`config.mk`:
```
export PLATFORM = sky130hd
export DESIGN_NAME = falling_obstacle_ctrl
export DESIGN_NICKNAME = d
export VERILOG_FILES = /design/src/rtl/dodge_pkg.sv /design/src/rtl/tick_edge_detect.sv /design/src/rtl/falling_obstacle_ctrl.sv
export SDC_FILE = /design/constraint.sdc
export NUM_CORES = 1
export LEC_CHECK = 0
export ABC_AREA = 1
export BUFFER_PORTS_ARGS = -buffer_cell sky130_fd_sc_hd__buf_2
export CAP_MARGIN = 20
export CELL_PAD_IN_SITES_DETAIL_PLACEMENT = 1
export CELL_PAD_IN_SITES_GLOBAL_PLACEMENT = 1
export CORE_ASPECT_RATIO = 1.75
export CORE_MARGIN = 4
export CORE_UTILIZATION = 40
export DETAILED_ROUTE_END_ITERATION = 16
export PLACE_DENSITY_LB_ADDON = 0.15
export SYNTH_ARGS = -nofsm -noshare
export SYNTH_HDL_FRONTEND = slang
export SYNTH_SLANG_ARGS = --single-unit
```
`constraint.sdc`:
```
create_clock -name CLK -period 2.2 [get_ports CLK]
set_input_delay 0.22 -clock CLK [delete_from_list [all_inputs] [get_ports CLK]]
set_output_delay 0.22 -clock CLK [all_outputs]
set_load 0.01 [all_outputs]
```
`src/rtl/dodge_pkg.sv`:
```
// Shared definitions for the falling-obstacle game stage.
// Contents:
//   state_t      - obstacle controller states
//   LFSR_SEED    - value the spawn-column LFSR loads on reset
//   LFSR_TAPS    - Fibonacci tap mask for x^8+x^6+x^5+x^4+1 (bits 7,5,4,3)
//   DODGE_CNT_W  - width of the saturating dodge counter
//   lfsr_advance - one shift of the 8-bit Fibonacci LFSR
package dodge_pkg;

  typedef enum logic [1:0] {
    IDLE,
    SPAWN_WAIT,
    FALL,
    HIT_HOLD
  } state_t;

  localparam logic [7:0] LFSR_SEED   = 8'hA5;
  localparam logic [7:0] LFSR_TAPS   = 8'hB8;
  localparam int         DODGE_CNT_W = 8;

  // Shift left and feed the XOR of the tapped bits into bit 0.
  function automatic logic [7:0] lfsr_advance(input logic [7:0] cur);
    return {cur[6:0], ^(cur & LFSR_TAPS)};
  endfunction

endpackage

```
`src/rtl/tick_edge_detect.sv`:
```
// Turns a slow level signal from a clock divider into a one-CLK step pulse
// on each of its rising edges. The level is only ever sampled, never used
// as a clock, so any divider stage can feed this.
// Ports:
//   CLK     - system clock
//   RST_N   - synchronous active-low reset, clears both history flops
//   TICK_IN - divided-clock level
//   STEP    - high for exactly one CLK after a 0->1 transition of TICK_IN
module tick_edge_detect (
  input  logic CLK,
  input  logic RST_N,
  input  logic TICK_IN,
  output logic STEP
);

  logic tick_new;
  logic tick_old;

  // Two-deep history of the sampled level; tick_new is the most recent sample.
  always_ff @(posedge CLK) begin
    if (!RST_N) begin
      tick_new <= 1'b0;
      tick_old <= 1'b0;
    end else begin
      tick_new <= TICK_IN;
      tick_old <= tick_new;
    end
  end

  assign STEP = tick_new & ~tick_old;

endmodule

```
`src/rtl/falling_obstacle_ctrl.sv`:
```
// Single falling obstacle for the LED-matrix game. Each rising edge of the
// divided fall tick advances the obstacle one step: a few steps of waiting,
// a spawn at a pseudo-random column, one row per step, then a hit or dodge
// judgement against the player column on the bottom row.
// Optional feature macro: DODGE_SPEEDUP_EN. When defined, once DODGE_CNT
// reaches SPEEDUP_AT the obstacle spawns on the first step after a dodge.
// Ports:
//   CLK        - system clock
//   RST_N      - synchronous active-low reset
//   TICK_IN    - divided-clock level, one step per rising edge
//   GAME_RUN   - 1 while the game is active; 0 aborts back to IDLE
//   PLAYER_COL - player column, judged only on the bottom-row step
//   OBJ_ROW    - obstacle row (0 at top)
//   OBJ_COL    - obstacle column
//   OBJ_VALID  - obstacle visible on the matrix
//   HIT        - one-cycle pulse when the obstacle lands on the player
//   DODGE      - one-cycle pulse when the obstacle passes the player
//   DODGE_CNT  - saturating count of dodges since the game started
module falling_obstacle_ctrl
  import dodge_pkg::*;
#(
  parameter int ROWS        = 8,
  parameter int COLS        = 8,
  parameter int SPAWN_DELAY = 2
`ifdef DODGE_SPEEDUP_EN
  ,
  parameter int SPEEDUP_AT  = 16
`endif
) (
  input  logic                     CLK,
  input  logic                     RST_N,
  input  logic                     TICK_IN,
  input  logic                     GAME_RUN,
  input  logic [$clog2(COLS)-1:0]  PLAYER_COL,
  output logic [$clog2(ROWS)-1:0]  OBJ_ROW,
  output logic [$clog2(COLS)-1:0]  OBJ_COL,
  output logic                     OBJ_VALID,
  output logic                     HIT,
  output logic                     DODGE,
  output logic [DODGE_CNT_W-1:0]   DODGE_CNT
);

  localparam int ROW_W  = $clog2(ROWS);
  localparam int COL_W  = $clog2(COLS);
  localparam int WAIT_W = (SPAWN_DELAY > 1) ? $clog2(SPAWN_DELAY) : 1;

  localparam logic [ROW_W-1:0]  LAST_ROW  = ROW_W'(ROWS - 1);
  localparam logic [WAIT_W-1:0] LAST_WAIT = WAIT_W'(SPAWN_DELAY - 1);

  state_t                 state;
  state_t                 state_d;
  logic [7:0]             lfsr;
  logic [WAIT_W-1:0]      wait_cnt;
  logic [WAIT_W-1:0]      wait_d;
  logic [ROW_W-1:0]       row_d;
  logic [COL_W-1:0]       col_d;
  logic                   valid_d;
  logic                   hit_d;
  logic                   dodge_d;
  logic [DODGE_CNT_W-1:0] cnt_d;
  logic                   step;
  logic                   spawn_now;

  tick_edge_detect u_tick (
    .CLK     (CLK),
    .RST_N   (RST_N),
    .TICK_IN (TICK_IN),
    .STEP    (step)
  );

  // Whether the current SPAWN_WAIT step is the one that releases the obstacle.
`ifdef DODGE_SPEEDUP_EN
  assign spawn_now = (wait_cnt == LAST_WAIT) ||
                     (DODGE_CNT >= DODGE_CNT_W'(SPEEDUP_AT));
`else
  assign spawn_now = (wait_cnt == LAST_WAIT);
`endif

  // Next-state and next-output logic. Dropping GAME_RUN outranks any
  // coincident step, so an abort on the bottom row never scores.
  always_comb begin
    state_d = state;
    wait_d  = wait_cnt;
    row_d   = OBJ_ROW;
    col_d   = OBJ_COL;
    valid_d = OBJ_VALID;
    hit_d   = 1'b0;
    dodge_d = 1'b0;
    cnt_d   = DODGE_CNT;

    if (state != IDLE && !GAME_RUN) begin
      state_d = IDLE;
      valid_d = 1'b0;
    end else begin
      case (state)
        IDLE: begin
          valid_d = 1'b0;
          if (GAME_RUN) begin
            state_d = SPAWN_WAIT;
            wait_d  = '0;
            cnt_d   = '0;
          end
        end
        SPAWN_WAIT: begin
          valid_d = 1'b0;
          if (step) begin
            if (spawn_now) begin
              col_d   = lfsr[COL_W-1:0];
              row_d   = '0;
              valid_d = 1'b1;
              state_d = FALL;
            end else begin
              wait_d = wait_cnt + 1'b1;
            end
          end
        end
        FALL: begin
          if (step) begin
            if (OBJ_ROW < LAST_ROW) begin
              row_d = OBJ_ROW + 1'b1;
            end else if (OBJ_COL == PLAYER_COL) begin
              hit_d   = 1'b1;
              state_d = HIT_HOLD;
            end else begin
              dodge_d = 1'b1;
              if (DODGE_CNT != '1) begin
                cnt_d = DODGE_CNT + 1'b1;
              end
              valid_d = 1'b0;
              wait_d  = '0;
              state_d = SPAWN_WAIT;
            end
          end
        end
        HIT_HOLD: begin
          valid_d = 1'b1;
        end
        default: begin
          state_d = IDLE;
          valid_d = 1'b0;
        end
      endcase
    end
  end

  // State and output registers. The LFSR free-runs every cycle so the spawn
  // column depends on when the player reached the spawn, not just the count.
  always_ff @(posedge CLK) begin
    if (!RST_N) begin
      state     <= IDLE;
      wait_cnt  <= '0;
      OBJ_ROW   <= '0;
      OBJ_COL   <= '0;
      OBJ_VALID <= 1'b0;
      HIT       <= 1'b0;
      DODGE     <= 1'b0;
      DODGE_CNT <= '0;
      lfsr      <= LFSR_SEED;
    end else begin
      state     <= state_d;
      wait_cnt  <= wait_d;
      OBJ_ROW   <= row_d;
      OBJ_COL   <= col_d;
      OBJ_VALID <= valid_d;
      HIT       <= hit_d;
      DODGE     <= dodge_d;
      DODGE_CNT <= cnt_d;
      lfsr      <= lfsr_advance(lfsr);
    end
  end

endmodule

```
==> impl_metrics.prom <==
# TYPE chip_impl_metric gauge
chip_impl_metric{name="gr-usage-all-layers",unit="%"} 17.4
chip_impl_metric{name="place.port_buffers",unit=""} 23
chip_impl_metric{name="post_synth_xor_area_fraction",unit="%"} 2.23
chip_impl_metric{name="die_h",unit="um"} 90.8
chip_impl_metric{name="preCtsSetupSlack",unit="ns"} 0.301
chip_impl_metric{name="timing_max_transition_violations_final",unit=""} 0
chip_impl_info{name="count_leader_synth",value="nand2_1"} 1
chip_impl_metric{name="core.rowCount",unit=""} 29
chip_impl_metric{name="cts.sinks",unit=""} 30
chip_impl_info{name="main_combinational_cell_family_by_area_after_synthesis",value="simple AND/OR/NAND/NOR gates"} 1
chip_impl_metric{name="grt_start_max_net_pins",unit=""} 16
chip_impl_metric{name="synth_seq_area_share",unit="%"} 38.3
chip_impl_metric{name="skew_pair_late_insertion_delay",unit="ns"} 0.28
chip_impl_metric{name="fin_util",unit="%"} 49.4
chip_impl_metric{name="synth-async-reset-ratio",unit="%"} 0
chip_impl_metric{name="synth-warning-count",unit=""} 0
chip_impl_metric{name="postSynthAreaPerCell",unit="sq um"} 7.19
chip_impl_info{name="worst_setup_path_start_kind",value="flip-flop"} 1
chip_impl_metric{name="syn_nets",unit=""} 232
chip_impl_info{name="crit_path_start",value="state[0]"} 1
chip_impl_metric{name="synth-simple-area-share",unit="%"} 36.9
chip_impl_metric{name="worst_pin_slew",unit="ns"} 0.557
chip_impl_metric{name="synth_adder_area_share",unit="%"} 5.59
chip_impl_metric{name="layout_min_cycle_time",unit="ns"} 1.94
chip_impl_metric{name="dieArea",unit="sq um"} 5020
chip_impl_metric{name="wire_length_of_the_first_global_routing_pass",unit="um"} 6870
chip_impl_metric{name="core_area",unit="sq um"} 3700
chip_impl_metric{name="timing.final.ws_setup",unit="ns"} 0.262
chip_impl_info{name="tritoncts",value="built"} 1
chip_impl_metric{name="fp.dieW",unit="um"} 55.3
chip_impl_metric{name="clkSlewWorstSetupHoldPaths",unit="ns"} 0.06
chip_impl_metric{name="cts-resized-gates",unit=""} 0
chip_impl_info{name="synthFlopType",value="dfxtp_1"} 1
chip_impl_info{name="yosys-top-cells-count",value="54 x nand2_1, 30 x dfxtp_1, 30 x inv_1"} 1
chip_impl_metric{name="syn_inst",unit=""} 218
chip_impl_metric{name="max_cap_viol_count",unit=""} 0
chip_impl_metric{name="number_of_synthesized_register_bits",unit=""} 30
chip_impl_metric{name="fin_worst_skew",unit="ns"} 0.00674
chip_impl_metric{name="syn-cell-area",unit="sq um"} 1570
chip_impl_metric{name="top_level_ports",unit=""} 24
chip_impl_info{name="synth_top_area_cell",value="dfxtp_1"} 1
chip_impl_info{name="timing.critical_path.to_type",value="flip-flop"} 1
chip_impl_metric{name="vdd.ir_drop.worst",unit="mV"} 0.726
chip_impl_metric{name="overflow",unit=""} 0
chip_impl_metric{name="power.total",unit="W"} 0.00193
chip_impl_metric{name="setup_viol",unit=""} 0
chip_impl_info{name="outcome",value="completed"} 1
chip_impl_info{name="synth_top_cells_by_area",value="dfxtp_1 38%, nand2_1 13%, inv_1 7.2%"} 1
chip_impl_metric{name="timing.reg2reg.worst_path_depth",unit=""} 9
chip_impl_metric{name="setup.reg_to_reg.worst_slack",unit="ns"} 0.26
chip_impl_metric{name="fillerInstances",unit=""} 523
chip_impl_metric{name="nets",unit=""} 259
chip_impl_info{name="timing.setup.critical_path_class",value="reg -> reg"} 1
chip_impl_metric{name="post_layout_nonfiller_instances",unit=""} 292
chip_impl_metric{name="critical_path_arrival",unit="ns"} 2.12
chip_impl_metric{name="dp_cells",unit=""} 284
chip_impl_metric{name="drt_first_pass_iters",unit=""} 4
chip_impl_metric{name="detail_route.drc_violations",unit=""} 0
chip_impl_metric{name="starting_utilization_of_the_core_area",unit="%"} 42.4
chip_impl_metric{name="drt_wl_total",unit="um"} 4030
chip_impl_metric{name="portion_of_netlist_area_occupied_by_mux_cells",unit="%"} 0
chip_impl_metric{name="cts_hold_buf",unit=""} 0
chip_impl_metric{name="multiInputGateArea",unit="sq um"} 812
chip_impl_info{name="crit-reg2reg-capture",value="DODGE_CNT[1]"} 1
chip_impl_metric{name="cts_buffer_depth",unit=""} 2
chip_impl_info{name="cts_root_cell",value="clkbuf_8"} 1
chip_impl_metric{name="max_clock_freq",unit="MHz"} 516
chip_impl_metric{name="place.detailed.hpwl",unit="um"} 3120
chip_impl_metric{name="drt.antenna.violating_nets",unit=""} 0
chip_impl_metric{name="drive_above_1_share",unit="%"} 19.5
chip_impl_metric{name="via_per_inst",unit=""} 4.97
chip_impl_metric{name="drt_iter0_drc",unit=""} 28
chip_impl_metric{name="synth_edf_count",unit=""} 0
chip_impl_metric{name="antennaDiodeCount",unit=""} 0
chip_impl_metric{name="globalplace.congestion",unit=""} 0.822
chip_impl_metric{name="critical_path_peak_fanout",unit=""} 14
chip_impl_metric{name="num_vias",unit=""} 1452
chip_impl_metric{name="routed_length_per_instance",unit="um"} 13.8
chip_impl_metric{name="grt_pass1_vias",unit=""} 1524
chip_impl_info{name="critical_path.endpoint",value="DODGE_CNT[1]"} 1
chip_impl_metric{name="fin_setup_tns",unit="ns"} 0
chip_impl_info{name="rr_startpoint",value="state[0]"} 1
chip_impl_metric{name="cts_buffers",unit=""} 5
chip_impl_info{name="unrepaired_setup_endpoints_after_global_routing",value="no"} 1
chip_impl_metric{name="ctsHtreeMaxLevel",unit=""} 2
chip_impl_metric{name="post-cts-setup-buffers",unit=""} 0
chip_impl_metric{name="power_per_cell_area",unit="nW/um^2"} 1060
chip_impl_metric{name="synth.distinct_cells",unit=""} 27
chip_impl_metric{name="antenna_found_initial",unit=""} 0
chip_impl_metric{name="total_leakage_power",unit="nW"} 0.909
chip_impl_metric{name="sequential_cell_area",unit="sq um"} 601
chip_impl_metric{name="period_share",unit="%"} 88.1
chip_impl_metric{name="finalHoldViolCount",unit=""} 0
chip_impl_metric{name="timing.max_slew.rel_slack",unit="%"} 62.8
chip_impl_metric{name="share_of_the_synthesized_area_in_compound_gates_ao_oa_aoi_oai",unit="%"} 7.10
chip_impl_metric{name="synth_top_area_share",unit="%"} 38.3
chip_impl_metric{name="syn_to_final_growth",unit="%"} 16.5
chip_impl_info{name="min-delay-path-class",value="in -> reg"} 1
chip_impl_metric{name="critical_path_required",unit="ns"} 2.38
critical path, stage by stage, from the launching register on:
cell and delay, ns:
dfxtp_1 0.35, inv_1 0.10, ha_1 0.51, nor2_1 0.10
nor2_1 0.16, nand2_2 0.11, nor2_8 0.16, nand3_4 0.13
a21oi_1 0.16, nor2_1 0.05
flip-flops by register name (all words and copies together), names as in the netlist:
name,count
u_tick.tick_old,1
lfsr,8
state,2
DODGE,1
OBJ_COL,3
spawn_now,1
OBJ_VALID,1
OBJ_ROW,3
DODGE_CNT,8
u_tick.tick_new,1
HIT,1
metrics by stage:
stage          area [sq um]  hold slack, ns
3_3_place_gp           1720           0.401
6_report               1830           0.118
4_1_cts                1830           0.117
5_1_grt                1830           0.149
3_5_place_dp           1720           0.410
2_1_floorplan          1570           0.318
final cells by class:
class	count	share of cell area (%)
Clock buffer	8	6.03
Inverter	33	6.78
Multi-Input combinational cell	151	44.5
Sequential cell	30	32.9
Tap cell	46	3.15
Timing Repair Buffer	24	6.71
how the worst min path moves through the flow:
stage                           end  startpoint  cells after the start
floorplan           u_tick.tick_new     TICK_IN                      2
global placement            lfsr[7]     lfsr[6]                      1
detailed placement  u_tick.tick_new     TICK_IN                      3
CTS                 u_tick.tick_new     TICK_IN                      3
global route        u_tick.tick_new     TICK_IN                      3
finish              u_tick.tick_new     TICK_IN                      3
cells by family (layout without fill, tap and decap cells):
logic type,Yosys count,in the layout
flops,30,30
fa+ha+maj,7,7
buf+inv,37,65
simple gates,118,118
xor+xnor,4,4
compound gates,22,22
power breakdown:
| group | switching (W) | internal, W |
|---|---|---|
| clock network | 0.000207 | 0.000316 |
| registers | 0.0000554 | 0.000608 |
| logic | 0.000493 | 0.000251 |
layout by cell type, fill, tap and decap left out, types with 3 or more instances in the layout:
cell,Yosys,routed
inv_1,30,30
a21oi_1,14,14
or2_2,3,3
dfxtp_1,30,30
clkbuf_8,0,8
ha_1,7,7
nand3_1,11,11
o21ai_0,6,6
nand2_1,54,54
nand4_1,11,11
buf_2,1,23
nor2_1,28,28
inv_2,3,3
metal layers:
metal | GRT usage (%) | share of wire [%] | up-vias
li1 | - | - | 740
met1 | 15.5 | 37 | 687
met2 | 35.9 | 59 | 18
met3 | 3.43 | 2.2 | 7
met4 | 7.30 | 1.9 | 0
met5 | 0 | 0 | -
(Power assumes the default switching activity.)
